[config.mk]
export PLATFORM = sky130hd
export DESIGN_NAME = shifter_pipe
export DESIGN_NICKNAME = d
export VERILOG_FILES = /design/src/rtl/shifter_pipe.sv
export SDC_FILE = /design/constraint.sdc
export NUM_CORES = 1
export LEC_CHECK = 0
export ABC_AREA = 1
export CORE_ASPECT_RATIO = 1.5
export CORE_MARGIN = 2
export CORE_UTILIZATION = 49
export CTS_BUF_LIST = sky130_fd_sc_hd__clkbuf_4 sky130_fd_sc_hd__clkbuf_8
export CTS_CLUSTER_DIAMETER = 120
export DETAILED_ROUTE_END_ITERATION = 16
export GPL_ROUTABILITY_DRIVEN = 0
export PLACE_DENSITY_LB_ADDON = 0.15
export SLEW_MARGIN = 10
export SYNTH_ARGS = -nofsm -noshare
export SYNTH_HDL_FRONTEND = slang
export SYNTH_SLANG_ARGS = --single-unit
[constraint.sdc]
create_clock -name clk -period 4.4 [get_ports clk]
set_input_delay 0.66 -clock clk [delete_from_list [all_inputs] [get_ports clk]]
set_output_delay 0.66 -clock clk [all_outputs]
set_load 0.02 [all_outputs]
[src/rtl/shifter_pipe.sv]
// ---------------------------------------------------------------------------
// shifter_pipe
//
// Pipelined barrel shifter for the ALU execute path. Supported operations are
// SLL, SRL, SRA, ROR and ROL on a WIDTH-bit operand. Stage k handles bit k of
// the shift amount, so there are SHW = $clog2(WIDTH) registered stages and
// the latency is SHW cycles.
//
// Flow control is a valid/ready pair on each side with global backpressure.
// When the output beat is presented but not taken, every stage holds.
// Otherwise the whole pipeline advances by one, and bubbles travel with it.
//
// Optional feature: define SHIFTER_PIPE_FLAGS_EN to add out_zero and
// out_carry. Both flags are pipelined alongside the data. Without the macro
// the flag ports and flag registers are absent, and the data path and timing
// are unchanged.
// ---------------------------------------------------------------------------
module shifter_pipe #(
    parameter  int WIDTH = 16,
    localparam int SHW   = $clog2(WIDTH)
) (
    input  logic             clk,
    input  logic             rst,

    input  logic             in_valid,
    output logic             in_ready,
    input  logic [2:0]       in_op,
    input  logic [WIDTH-1:0] in_a,
    input  logic [SHW-1:0]   in_amt,

    output logic             out_valid,
    input  logic             out_ready,
    output logic [WIDTH-1:0] out_result
`ifdef SHIFTER_PIPE_FLAGS_EN
    ,
    output logic             out_zero,
    output logic             out_carry
`endif
);

    // Operation encoding. The codes 3'b101..3'b111 are reserved. A reserved
    // op passes the operand through unchanged and ignores the amount.
    typedef enum logic [2:0] {
        OP_SLL = 3'b000,
        OP_SRL = 3'b001,
        OP_SRA = 3'b010,
        OP_ROR = 3'b011,
        OP_ROL = 3'b100
    } op_e;

    // Everything one stage register carries. The full amount travels down
    // the pipe, and stage k only looks at amt[k]. The carry is the last bit
    // that crossed the word boundary so far. The zero flag is recomputed at
    // every stage from that stage's value, so the copy in the last register
    // always matches out_result.
    typedef struct packed {
        logic             valid;
        logic [2:0]       op;
        logic [WIDTH-1:0] val;
        logic [SHW-1:0]   amt;
`ifdef SHIFTER_PIPE_FLAGS_EN
        logic             carry;
        logic             zero;
`endif
    } stage_t;

    // chain[0] is the incoming beat. chain[k+1] is the register after
    // stage k, and chain[SHW] is the output register.
    stage_t chain [SHW+1];
    stage_t stage_in;
    logic   stall;

    // A presented but unaccepted result freezes the whole pipe. in_ready
    // depends only on the output side, never on in_valid, so no
    // combinational path runs from in_valid to in_ready.
    assign stall    = chain[SHW].valid & ~out_ready;
    assign in_ready = ~stall;

    // Build the stage-0 input from the ports. When nothing is accepted,
    // valid is 0 and a bubble enters the pipe.
    always_comb begin
        // NOTE: every field gets a value before any conditional logic, so
        // this combinational block cannot infer a latch.
        stage_in       = '0;
        stage_in.valid = in_valid & in_ready;
        stage_in.op    = in_op;
        stage_in.val   = in_a;
        stage_in.amt   = in_amt;
    end

    assign chain[0] = stage_in;

    for (genvar k = 0; k < SHW; k++) begin : g_stage
        // Distance handled by this stage. Because k < SHW, SH is at most
        // WIDTH/2, so the rotate counterpart (WIDTH - SH) is never 0.
        localparam int SH = 1 << k;

        stage_t stage_d;
        stage_t stage_q;
        stage_t src;

        assign src = chain[k];

        // Shift or rotate by SH when amt[k] is set, otherwise pass through.
        always_comb begin
            stage_d = src;
            if (src.amt[k]) begin
                case (src.op)
                    OP_SLL: begin
                        stage_d.val   = src.val << SH;
`ifdef SHIFTER_PIPE_FLAGS_EN
                        stage_d.carry = src.val[WIDTH-SH];
`endif
                    end
                    OP_SRL: begin
                        stage_d.val   = src.val >> SH;
`ifdef SHIFTER_PIPE_FLAGS_EN
                        stage_d.carry = src.val[SH-1];
`endif
                    end
                    OP_SRA: begin
                        // Fill with the sign bit of the value entering this
                        // stage. That bit always equals in_a[MSB].
                        stage_d.val   = $signed(src.val) >>> SH;
`ifdef SHIFTER_PIPE_FLAGS_EN
                        stage_d.carry = src.val[SH-1];
`endif
                    end
                    OP_ROR: begin
                        stage_d.val   = (src.val >> SH) | (src.val << (WIDTH - SH));
`ifdef SHIFTER_PIPE_FLAGS_EN
                        // This bit lands in the new MSB.
                        stage_d.carry = src.val[SH-1];
`endif
                    end
                    OP_ROL: begin
                        stage_d.val   = (src.val << SH) | (src.val >> (WIDTH - SH));
`ifdef SHIFTER_PIPE_FLAGS_EN
                        // This bit lands in the new LSB.
                        stage_d.carry = src.val[WIDTH-SH];
`endif
                    end
                    default: begin
                        // Reserved op: the value and the carry pass unchanged.
                    end
                endcase
            end
`ifdef SHIFTER_PIPE_FLAGS_EN
            stage_d.zero = (stage_d.val == '0);
`endif
        end

        // Pipeline register for stage k. It advances when the output is not
        // stalled and holds otherwise.
        always_ff @(posedge clk or posedge rst) begin
            if (rst) begin
                // NOTE: data fields are cleared along with valid, so the
                // output reads 0 after reset instead of stale values. A reset
                // also drops any beats that were in flight.
                stage_q <= '0;
            end else if (!stall) begin
                // NOTE: non-blocking assignment, so every stage samples its
                // predecessor's value from before this clock edge.
                stage_q <= stage_d;
            end
        end

        assign chain[k+1] = stage_q;
    end : g_stage

    assign out_valid  = chain[SHW].valid;
    assign out_result = chain[SHW].val;
`ifdef SHIFTER_PIPE_FLAGS_EN
    assign out_zero   = chain[SHW].zero;
    assign out_carry  = chain[SHW].carry;
`endif

endmodule : shifter_pipe

==> run_results.csv <==
group,metric,value,unit
worst_setup_path,cp_max_fo,2,
clock_tree,cts_tree,"built",
routing,viasPerCell,4.99,
yosys,yosys_warnings,0,
clock_tree,cts-htree-levels,3,
worst_setup_path,crit_path_frequent_cell,"clkdlybuf4s50_1",
worst_setup_path,worst_ep_required_time,3740,ps
floorplan,die_h,127,um
sta,fin_crit_sh,58.3,%
final_layout,regArea,0.00208,mm2
place,io_buffer_count,44,
yosys,ys_seq_area_share,42.2,%
worst_setup_path,path_delay_family,"buffers and inverters",
yosys,syn_nets,748,
sta,rsz0062_at_grt,"false",
final_layout,stdcell_count,851,
job,maxCapViolations,0,
clock_tree,clk_latency,360,ps
worst_setup_path,arrival,1900,ps
routing,drcViolationCount,3,
sta,tightest_slew,795,ps
floorplan,die_x,85.9,um
pwr,powerDensity,676,mW/mm2
floorplan,floorplan.initialDensity,50.6,%
pwr,p_switching,1.64,mW
worst_setup_path,slowest_delay,610,ps
worst_setup_path,crit_buf_inv,3,
routing,drt-pass1-iter-count,11,
clock_tree,cts_buffers,9,
grt,grt_overflow_total,0,
clock_tree,root_buffer,"clkbuf_8",
worst_hold_path,min_path_type,"register to register",
floorplan,placementRows,44,
yosys,synth-seq-cells,83,
grt,gr-usage-all-layers,20.5,%
pwr,power,3.67,mW
grt,grt_max_degree,76,
grt,grt_pass1_wl,18000,um
floorplan,die-area,0.0109,mm2
worst_setup_path,cp-start-kind,"input port",
yosys,netlist_area,0.00493,mm2
final_layout,multi_input_area,0.00224,mm2
clock_tree,clk_pin_slew,70,ps
run_status,status,"complete, but fails checks",
pwr,p_int,2.04,mW
sta,slew_viol_final,0,
worst_setup_path,end_kind,"primary output",
grt,antenna_found_initial,0,
sta,setup_viol,0,
clock_tree,cts_setup_buffers,0,
routing,ant_nets,0,
worst_setup_path,criticalPathCategory,"input port to primary output",
worst_setup_path,cpMaxStageDelayCell,"clkdlybuf4s50_1",
routing,drt_iter0_drc,308,
grt,grt_pass1_vias,3991,
pwr,power.leakage,2.78,nW
sta,skew,6.41,ps
floorplan,io_pins,45,
pwr,swShare,44.5,%
pwr,p_comb_share,45.9,%
run_status,violations,"design-rule violations",
final_layout,nets,759,
clock_tree,hold_buffers,0,
routing,detail_route.wl_per_cell,12.2,um
clock_tree,clock_path_buffers,2,
final_layout,area_delta_synth_final,10.3,%
final_layout,drive_gt1_share,6.93,%
place,hpwl,7520,um
floorplan,core_area,0.00974,mm2
pwr,peakVddDrop,0.216,mV
yosys,syn_avg_cell_area,6.83,um2
worst_setup_path,crit_chain,"clkdlybuf4s50_1 -> nor2_4 -> inv_1 -> clkdlybuf4s50_1",
final_layout,antenna_cells,0,
yosys,syn_inst,721,
routing,num_vias,4248,
yosys,synth_cell_type_count,24,
sta,hold_viol_final,0,
sta,fmax,390,MHz
final_layout,final_cell_mix,"nand2_1, dfrtp_1, inv_1, a21oi_1, clkdlybuf4s50_1",
routing,wl,10400,um
final_layout,n_fill_cell,988,
clock_tree,post_cts_resized,0,
sta,relSlewSlack,46.8,%
pwr,clkPwrFrac,15.0,%
sta,fin_setup_tns,0,ps
clock_tree,cts.sinks,83,
final_layout,layout_commonest_cell,"nand2_1",
sta,finalCriticalPeriod,2560,ps
pwr,p_seq_share,39.1,%
place,placed_cells,836,
-- worst paths after layout --
| check | start | endpoint | slack [ps] | cells past startpoint |
|---|---|---|---|---|
| setup / recovery | out_ready | in_ready | 1840 | 4 |
| hold / removal | out_result[13] | out_result[13] | 480 | 2 |
| setup reg to reg | out_valid | chain[40] | 2300 | 7 |
| hold reg to reg | out_result[13] | out_result[13] | 480 | 2 |
| max in group asynchronous | rst | chain[58] | 2720 | 3 |
| min in group asynchronous | rst | out_result[15] | 720 | 2 |
-- worst reg2reg max path, stage by stage (launching register included) --
cell and delay [ps]:
dfrtp_1 350, inv_1 70, nor2_4 80, buf_4 570
buf_4 670, a21oi_1 130, nand2_1 100, nand2_1 40
-- through the flow --
stage                     util, %  area [um2]  setup slack, ps  hold WS (ps)
after detailed placement     53.7        5230             1600           466
after global placement       53.7        5230             1680           448
after CTS                    55.8        5430             1830           486
after floorplan                 -        4930             1600           440
after global routing         55.8        5430             1750           494
final                        55.8        5430             1840           481
-- Yosys cell counts --
cell type,count,share of area (%)
a21oi_1,55,5.6
buf_2,20,2.0
buf_4,21,3.2
buf_6,3,0.69
buf_8,1,0.30
clkbuf_1,3,0.23
dfrtp_1,83,42
inv_1,75,5.7
inv_2,4,0.30
nand2_1,320,24
nand2_2,4,0.51
nand2_4,2,0.46
nand3_1,38,3.9
nand3_2,10,2.0
nand4_1,7,0.89
nor2_1,41,3.1
nor2_2,2,0.25
nor2_4,5,1.1
nor2_8,1,0.41
nor3_1,1,0.10
o21ai_0,21,2.1
o21ai_1,2,0.20
o21ai_2,1,0.18
or2_2,1,0.13
-- cell families (layout without fill, tap and decap cells) --
group | count (synthesis) | count (layout) | synth area share, %
AND/OR/NAND/NOR | 432 | 432 | 37.3
AO/OA/AOI/OAI | 79 | 79 | 8.10
flip-flops | 83 | 83 | 42.2
buffers and inverters | 127 | 142 | 12.5
-- sequential cells by signal (all words and copies together), names as in the netlist --
name	flops
out_valid	1
chain	66
out_result	16
-- power groups by stage --
stage	Combinational [mW]	Sequential [mW]	Clock, mW
CTS	1.69	1.43	0.570
detailed placement	1.68	1.45	0
finish	1.68	1.44	0.552
floorplan	1.44	1.33	0
global placement	1.64	1.43	0
global route	1.94	1.48	0.599
-- layer usage --
layer / vias to the layer above / GRT usage (%) / share of wire [%]
li1: 2216 / - / -
met1: 1897 / 21.5 / 39
met2: 104 / 38.1 / 54
met3: 31 / 3.51 / 3.0
met4: 0 / 10.6 / 4.0
met5: - / 0 / 0
-- area by class of cell --
cell class | count | share of cell area (%)
repair buffers | 48 | 8.66
inverters | 79 | 5.48
multi-input cells | 511 | 41.3
clock inverters | 2 | 0.645
clock buffers | 13 | 3.06
flip-flops and latches | 83 | 38.2
well taps | 115 | 2.65
No activity file was read; power rests on OpenSTA's default activity.
